<file path="config.mk">
export PLATFORM = sky130hd
export DESIGN_NAME = regfile_writeback_ctrl
export DESIGN_NICKNAME = d
export VERILOG_FILES = /design/src/rtl/regfile_pkg.sv /design/src/rtl/wb_entry_fifo.sv /design/src/rtl/regfile_writeback_ctrl.sv
export SDC_FILE = /design/constraint.sdc
export NUM_CORES = 1
export LEC_CHECK = 0
export ABC_AREA = 1
export CORE_AREA = 2 2 187 189
export CTS_CLUSTER_DIAMETER = 150
export CTS_CLUSTER_SIZE = 40
export DETAILED_ROUTE_END_ITERATION = 10
export DIE_AREA = 0 0 189 191
export PLACE_DENSITY = 0.74
export SKIP_LAST_GASP = 1
export SLEW_MARGIN = 20
export SYNTH_ARGS = -nofsm -noshare
export SYNTH_HDL_FRONTEND = slang
export SYNTH_SLANG_ARGS = --single-unit
</file>
<file path="constraint.sdc">
create_clock -name clk -period 3.32 [get_ports clk]
set_input_delay 0.664 -clock clk [delete_from_list [all_inputs] [get_ports clk]]
set_output_delay 0.664 -clock clk [all_outputs]
set_load 0.02 [all_outputs]
</file>
<file path="src/rtl/regfile_pkg.sv">
// Shared types for the register-file writeback path.
// Entries carry a destination register and its result.
package regfile_pkg;

  localparam int XLEN     = 32;
  localparam int REG_AW   = 5;
  localparam int NUM_REGS = 32;

  typedef struct packed {
    logic [REG_AW-1:0] rd;
    logic [XLEN-1:0]   data;
  } wb_entry_t;

  typedef enum logic {
    SRC_ALU = 1'b0,
    SRC_LD  = 1'b1
  } src_e;

endpackage

</file>
<file path="src/rtl/wb_entry_fifo.sv">
// In-order circular buffer of pending register writes.
// Every slot is exposed so the forward search can scan it.
module wb_entry_fifo
  import regfile_pkg::*;
#(
  parameter int  DEPTH = 4,
  localparam int PW    = $clog2(DEPTH),
  localparam int CW    = PW + 1
) (
  input  logic                   clk,
  input  logic                   reset,
  input  logic                   push,
  input  wb_entry_t              push_entry,
  input  logic                   pop,
  output wb_entry_t              head_entry,
  output logic [PW-1:0]          head,
  output logic [CW-1:0]          count,
  output logic [DEPTH-1:0]       valid,
  output wb_entry_t [DEPTH-1:0]  slot
);

  wb_entry_t [DEPTH-1:0] mem;
  logic [PW-1:0]         tail;
  logic [PW-1:0]         age;

  always_ff @(posedge clk) begin
    if (reset) begin
      head  <= '0;
      tail  <= '0;
      count <= '0;
    end else begin
      if (push) begin
        mem[tail] <= push_entry;
        tail      <= tail + 1'b1;
      end
      if (pop) begin
        head <= head + 1'b1;
      end
      unique case ({push, pop})
        2'b10:   count <= count + 1'b1;
        2'b01:   count <= count - 1'b1;
        default: ;
      endcase
    end
  end

  // A slot is live when its distance from head is below count.
  always_comb begin
    valid = '0;
    age   = '0;
    for (int j = 0; j < DEPTH; j++) begin
      age      = PW'(j) - head;
      valid[j] = ({1'b0, age} < count);
    end
  end

  assign head_entry = mem[head];
  assign slot       = mem;

endmodule

</file>
<file path="src/rtl/regfile_writeback_ctrl.sv">
// Register-file write-port owner: arbitrates ALU/load results,
// buffers them in order, drains one per cycle, forwards pending data.
module regfile_writeback_ctrl
  import regfile_pkg::*;
#(
  parameter int DEPTH = 4
) (
  input  logic              clk,
  input  logic              reset,
  input  logic              alu_valid,
  output logic              alu_ready,
  input  logic [4:0]        alu_rd,
  input  logic [XLEN-1:0]   alu_data,
  input  logic              ld_valid,
  output logic              ld_ready,
  input  logic [4:0]        ld_rd,
  input  logic [XLEN-1:0]   ld_data,
  output logic              rf_we,
  output logic [4:0]        rf_rd,
  output logic [XLEN-1:0]   rf_wdata,
  input  logic [4:0]        q_rs1,
  input  logic [4:0]        q_rs2,
  output logic              q_rs1_hit,
  output logic              q_rs2_hit,
  output logic [XLEN-1:0]   q_rs1_data,
  output logic [XLEN-1:0]   q_rs2_data,
  output logic              full
);

  localparam int PW = $clog2(DEPTH);
  localparam int CW = PW + 1;

  src_e                  rr_last;
  src_e                  grant_src;
  logic                  grant;
  logic                  push;
  logic                  at_cap;
  wb_entry_t             in_entry;
  wb_entry_t             head_entry;
  wb_entry_t [DEPTH-1:0] slot;
  logic [DEPTH-1:0]      valid;
  logic [PW-1:0]         head;
  logic [CW-1:0]         count;
  logic [PW-1:0]         idx;
  logic [REG_AW-1:0]     q_rs   [2];
  logic [1:0]            q_hit;
  logic [XLEN-1:0]       q_data [2];

  assign at_cap = (count == CW'(DEPTH));
  assign full   = !reset && at_cap;

  always_comb begin
    grant     = 1'b0;
    grant_src = SRC_ALU;
    if (!reset && !at_cap) begin
      unique case (1'b1)
        alu_valid && ld_valid: begin
          grant     = 1'b1;
          grant_src = (rr_last == SRC_ALU) ? SRC_LD : SRC_ALU;
        end
        alu_valid && !ld_valid: begin
          grant     = 1'b1;
          grant_src = SRC_ALU;
        end
        !alu_valid && ld_valid: begin
          grant     = 1'b1;
          grant_src = SRC_LD;
        end
        default: ;
      endcase
    end
  end

  assign alu_ready = grant && (grant_src == SRC_ALU);
  assign ld_ready  = grant && (grant_src == SRC_LD);

  assign in_entry = (grant_src == SRC_LD)
                  ? '{rd: ld_rd, data: ld_data}
                  : '{rd: alu_rd, data: alu_data};

  // Writes to x0 complete the handshake but are dropped here.
  assign push = grant && (in_entry.rd != '0);

  always_ff @(posedge clk) begin
    if (reset) begin
      rr_last <= SRC_ALU;
    end else if (grant) begin
      rr_last <= grant_src;
    end
  end

  wb_entry_fifo #(
    .DEPTH (DEPTH)
  ) u_fifo (
    .clk        (clk),
    .reset      (reset),
    .push       (push),
    .push_entry (in_entry),
    .pop        (rf_we),
    .head_entry (head_entry),
    .head       (head),
    .count      (count),
    .valid      (valid),
    .slot       (slot)
  );

  assign rf_we    = !reset && (count != '0);
  assign rf_rd    = rf_we ? head_entry.rd   : '0;
  assign rf_wdata = rf_we ? head_entry.data : '0;

  assign q_rs[0] = q_rs1;
  assign q_rs[1] = q_rs2;

  // Scan oldest to youngest so the youngest match is the one kept.
  always_comb begin
    idx = '0;
    for (int p = 0; p < 2; p++) begin
      q_hit[p]  = 1'b0;
      q_data[p] = '0;
    end
    for (int i = 0; i < DEPTH; i++) begin
      idx = head + PW'(i);
      for (int p = 0; p < 2; p++) begin
        if (!reset && valid[idx] && q_rs[p] != '0
            && slot[idx].rd == q_rs[p]) begin
          q_hit[p]  = 1'b1;
          q_data[p] = slot[idx].data;
        end
      end
    end
  end

  assign q_rs1_hit  = q_hit[0];
  assign q_rs2_hit  = q_hit[1];
  assign q_rs1_data = q_data[0];
  assign q_rs2_data = q_data[1];

endmodule

</file>
# After elaboration in Yosys (flattened, before gate mapping)

Cells that the tools add are included.

Output and inout port bits: 107
Register bits after elaboration: 156

Magnitude comparators: 10
Add/subtract/negate cells: 10
Reductions and logical operators: 41
Multiplexer cells: 44
Eq/ne operators: 11
Bitwise operators: 2

Operators by type and width:

| kind                                               | count |
|---|---|
| binary-select mux 37 bit (select 2 bit)            | 4 |
| two-way mux 32 bit                                 | 9 |
| two-way mux 37 bit                                 | 6 |
| bitwise mux 148 bit                                | 1 |
| demux 37 bit (select 2 bit)                        | 1 |
| equality test 5 bit                                | 8 |
| logical AND 1 bit                                  | 30 |
| two-way mux 1 bit                                  | 16 |
| < comparator 2 x 3 -> 1 bit, second input constant | 5 |
| nonzero test 5 bit                                 | 3 |
| < comparator 2 x 3 -> 1 bit                        | 4 |
| binary-select mux 1 bit (select 2 bit)             | 4 |
| one-hot mux 3 bit (2 select lines)                 | 1 |
| two-way mux 5 bit                                  | 1 |
| adder 2 x 1 -> 2 bit, second input constant        | 2 |
| adder 2 bit, second input constant                 | 2 |
| logical NOT 1 bit                                  | 4 |
| subtractor 1 x 2 -> 2 bit, first input constant    | 2 |
| subtractor 2 bit, first input constant             | 2 |
| adder 3 x 1 -> 3 bit, second input constant        | 1 |
| equality test 3 bit, second input constant         | 1 |
| nonzero test 3 bit                                 | 1 |
| OR reduction 3 bit                                 | 1 |
| subtractor 3 x 1 -> 3 bit, second input constant   | 1 |
| other kinds (7)                                    | 8 |

# Depth between registers and ports, before layout

Depth in word-level cells: 11
Mapped depth: 21
Mapped depth without buffers: 16

# Hierarchy

A second synthesis with hierarchy kept.

Cell total of the unflattened synthesis: 2234
Area total of the unflattened synthesis: 14097.3 um2

Modules (own cells, without submodules):

| module                 | area an instance (um2) | times used | cells each | seq. area each (um2) |
|---|---|---|---|---|
| regfile_writeback_ctrl | 8267.9                 | 1          | 1847       | 20.0 |
| wb_entry_fifo          | 5829.3                 | 1          | 387        | 4584.4 |

# Worst setup path before layout

Ideal clock, no wire load.

Kind: input to register
Start point: in ld_valid
End point: reg u_fifo.mem, in the netlist u_fifo.slot[0] (enable)
Path buffers: 1
Setup time: 0.431 ns
Setup slack: -0.274 ns
Stages on the path: 8
Arrival: 3.162 ns
Cells stage by stage: inv_1 > a21oi_1 > nand3_1 > clkbuf_1 > o21a_1 > nand4_1 > nand2_1 > nor2_1

Cells in the longest elaborated chain, start to end: 7

Ends and longest elaborated chain:

| what                                                                    | RTL line                                                   | RTL |
|---|---|---|
| start, declared                                                         | regfile_writeback_ctrl.sv:14                               | `input logic ld_valid,` |
| logical AND 1 bit, or another cell as far along                         | regfile_writeback_ctrl.sv:65                               | `!alu_valid && ld_valid: begin` |
| one-hot mux 1 bit (2 select lines) or logical AND 1 bit (tied branches) | regfile_writeback_ctrl.sv:56, regfile_writeback_ctrl.sv:61 |  |
| two-way mux 1 bit or OR reduction 3 bit (tied branches)                 | n/a                                                        |  |
| two-way mux 37 bit or two-way mux 1 bit (tied branches)                 | regfile_writeback_ctrl.sv:78, regfile_writeback_ctrl.sv:56 |  |
| nonzero test 5 bit or two-way mux 1 bit (tied branches)                 | regfile_writeback_ctrl.sv:82, regfile_writeback_ctrl.sv:55 |  |
| logical AND 1 bit *                                                     | regfile_writeback_ctrl.sv:82                               | `assign push = grant && (in_entry.rd != '0);` |
| AND reduction 2 bit (no source line) *                                  | n/a                                                        |  |
| end signal, assigned by index                                           | wb_entry_fifo.sv:33                                        | `mem[tail] <= push_entry;` |
| end, declared                                                           | wb_entry_fifo.sv:22                                        | `wb_entry_t [DEPTH-1:0] mem;` |

Every way passes the cells marked *; elsewhere a longest branch is shown, timed or not.
A chain may end at the register's enable or synchronous reset.

# Worst setup path after layout

Start point: reg u_fifo.head[0]
End point: out q_rs2_data[16]

Cells in the longest elaborated chain, start to end: 11

Ends and longest elaborated chain:

| what                                                          | RTL line                      | RTL |
|---|---|---|
| start, declared                                               | wb_entry_fifo.sv:16           | `output logic [PW-1:0] head,` |
| start signal, assigned                                        | wb_entry_fifo.sv:37           | `head <= head + 1'b1;` |
| subtractor 1 x 2 -> 2 bit or subtractor 2 bit (tied branches) | wb_entry_fifo.sv:52           | `age = PW'(j) - head;` |
| < comparator 2 x 3 -> 1 bit                                   | wb_entry_fifo.sv:53           | `valid[j] = ({1'b0, age} < count);` |
| binary-select mux 1 bit (select 2 bit)                        | regfile_writeback_ctrl.sv:124 | `if (!reset && valid[idx] && q_rs[p] != '0` |
| two-way mux 1 bit (not written as such)                       | regfile_writeback_ctrl.sv:124 |  |
| logical AND 1 bit (2 in series)                               | regfile_writeback_ctrl.sv:124 |  |
| logical AND 1 bit                                             | regfile_writeback_ctrl.sv:125 | `&& slot[idx].rd == q_rs[p]) begin` |
| two-way mux 32 bit (3 in series)                              | regfile_writeback_ctrl.sv:124 |  |
| two-way mux 32 bit *                                          | regfile_writeback_ctrl.sv:124 |  |
| end, declared                                                 | regfile_writeback_ctrl.sv:26  | `output logic [XLEN-1:0] q_rs2_data,` |

Every way passes the cells marked *; elsewhere a longest branch is shown, timed or not. The select of a mux whose other input is x is not followed.

==> out/metrics.yaml <==
grt_max_degree: 61
setup_viol: 87
grt_pass1_vias: 14900
wirelength_um: 52700
clk_pin_slew_worst_paths_ns: 0.07
slew_viol_final: 0
cp.required_ns: 2.66
yosys-top-cells-count: "1031 x nand2_1, 229 x nand3_1, 209 x inv_1"
cts_tree: "yes"
synth_fp_nets: 2267
synth-seq-cells: 156
yosysMostFrequentCell: "nand2_1"
overflow: 0
drt-pass1-iter-count: 7
synth_cell_types: 36
antenna_cells: 0
fill_cells: 3133
fin_nets: 2583
drc: 0
cts_hold_buf: 0
crit_path_max_fanout: 13
root_buffer: "clkbuf_16"
syn_area_per_cell_um2: 6.21
seq_area_frac_synth_pct: 34.2
rows: 68
cts_inserted_buffers: 17
dp_hpwl_um: 36000
synth_cells: 2169
period_minus_slack_ns: 3.53
areaGrowthSynthToFinish_pct: 40.0
place_ws_ns: -0.680
clockBufferDepth: 2
track_usage_pct: 27.8
status: "finished with violations"
multi_input_area_um2: 7750
die_h_um: 191
die-area_um2: 36100
hold_viol_final: 0
ir_drop_mv: 0.434
core_um2: 34100
drtIter0Drc: 1908
place.gp.congestion: 0.936
antenna_found_initial: 0
cts.sink_count: 156
rsz0062_at_grt: "yes"
synth_warnings: 0
h-tree-depth: 4
critPathArrivalTime_ns: 2.86
start_kind: "flip-flop"
fin_skew_ns: 0.0142
ios: 195
grt_pass1_wl_um: 78500
die_x_um: 189
port_buffers: 194
fin_crit_sh_pct: 106
yosysTopAreaCellShare_pct: 33.0
syn_area_um2: 13500
max-cap-violations: 0
setup_tns_ns: -10.16
path_cells: "inv_8 > buf_4 > nand2_1 > nand3_2 > nand3_1 > nand3_1 > nand2_1 > nor2_4 > buf_6 > nand3_4 > buf_12 > buf_16 > nand3_1 > nand2_1 > nand2_2 > buf_6"
clk_latency_ns: 0.43
fmax_mhz: 284
holdWs_ns: 0.532
tightest_slew_ns: 0.626
vias: 16000
hold_class: "flip-flop to flip-flop"
synthTopCellsByArea: "edfxtp_1 33%, nand2_1 29%, nand3_1 8.5%, inv_1 5.8%, o21ai_0 5.3%"
regArea_um2: 4610
p_leak_uw: 0.00928
pwr_density_cell_nw_per_um2: 752
end_kind: "primary output"
max_stage_delay_ns: 0.39
wl_per_cell_um: 17.9
violations: "negative setup slack"
async_flop_share_pct: 0
ant_nets: 0
finalWorstSetupSlack_ns: -0.207
slew_headroom_pct: 58.3
slowest_stage: "dfxtp_4"
ys.flop_type: "edfxtp_1"
initial_core_util_pct: 39.5
synth_area_leader_cell: "edfxtp_1"
drive_above_1_share_pct: 19.2
synth_edf_count: 148
drt-vias-per-instance: 5.42
path_class: "flip-flop to primary output"
## metal layers
metal | up-vias | global-route usage [%] | wire, µm | part of all wire, %
li1 | 7614 | - | - | -
met5 | - | 0 | 0 | 0
met1 | 7228 | 34.8 | 20300 | 39
met2 | 953 | 47.3 | 24800 | 47
met4 | 0 | 13.0 | 2290 | 4.4
met3 | 209 | 4.00 | 5260 | 10
## power by group
| part | total [µW] | internal [µW] | switching [µW] |
|---|---|---|---|
| clock | 2000 | 1010 | 980 |
| sequential | 2500 | 2390 | 109 |
| combinational | 9680 | 3610 | 6080 |
## cell families (layout without fill, tap and decap cells)
family	Yosys count	count (layout)	share of synthesized area, %
fa+ha+maj	10	10	0.985
buf+inv	361	690	11.8
flops	156	156	34.2
xor+xnor	11	11	0.715
compound gates	171	171	6.59
simple gates	1460	1460	45.7
## repair_timing
item	4_1_cts	5_1_grt
gates cloned	5	7
setup endpoints to repair	96	102
resized for setup	369	132
buffers inserted	17	11
pin swaps	23	23
## state kept, by name (all words and copies together) (netlist names)
signal,count
u_fifo.count,3
u_fifo.tail,2
rr_last,1
u_fifo.head,2
u_fifo.slot,148
## path summary, 6_finish.rpt
kind                        start         endpoint  slack [ns]  cells after the start
hold reg to reg           rr_last          rr_last        0.53                      2
setup reg to reg  u_fifo.count[0]  u_fifo.count[2]        0.52                     13
setup / recovery   u_fifo.head[0]   q_rs2_data[16]       -0.21                     16
hold / removal            rr_last          rr_last        0.53                      2
## area by class of cell
type	count	area share, %
clock buffer	17	2.25
sequential	156	24.5
multi-input combinational	1652	41.1
clock inverter	15	0.909
tap	455	3.02
timing repair buffer	441	23.8
inverter	217	4.46
## cells in the final DEF (no fill, tap or decap), types with 17 or more instances in the layout
master and instances:
nand4_1 101, nand2_1 983, inv_1 205, nor2_1 58, nand2_2 47, buf_6 51
nand3_1 207, nor2_4 18, nand3_2 20, o21ai_0 142, buf_4 187, buf_12 40
clkbuf_16 23, edfxtp_1 148, buf_2 17, clkdlybuf4s50_1 121
## through the flow
| stage | area, µm² | cells | power, µW | utilization [%] |
|---|---|---|---|---|
| floorplan | 13500 | 2169 | 7440 | - |
| global placement | 17200 | 2881 | 10800 | 50.5 |
| detailed placement | 17200 | 2881 | 11000 | 50.5 |
| CTS | 18300 | 2935 | 13500 | 53.8 |
| global route | 18900 | 2953 | 15000 | 55.3 |
| finish | 18900 | 2953 | 14200 | 55.3 |
## critical path, delay by kind of cell (launching register included)
| kind | cells | cell delay (ns) |
|---|---|---|
| buffers and inverters | 6 | 0.89 |
| flip-flops | 1 | 0.39 |
| AND/OR/NAND/NOR | 10 | 1.15 |
Note: power is estimated with default switching activity, not from simulation.
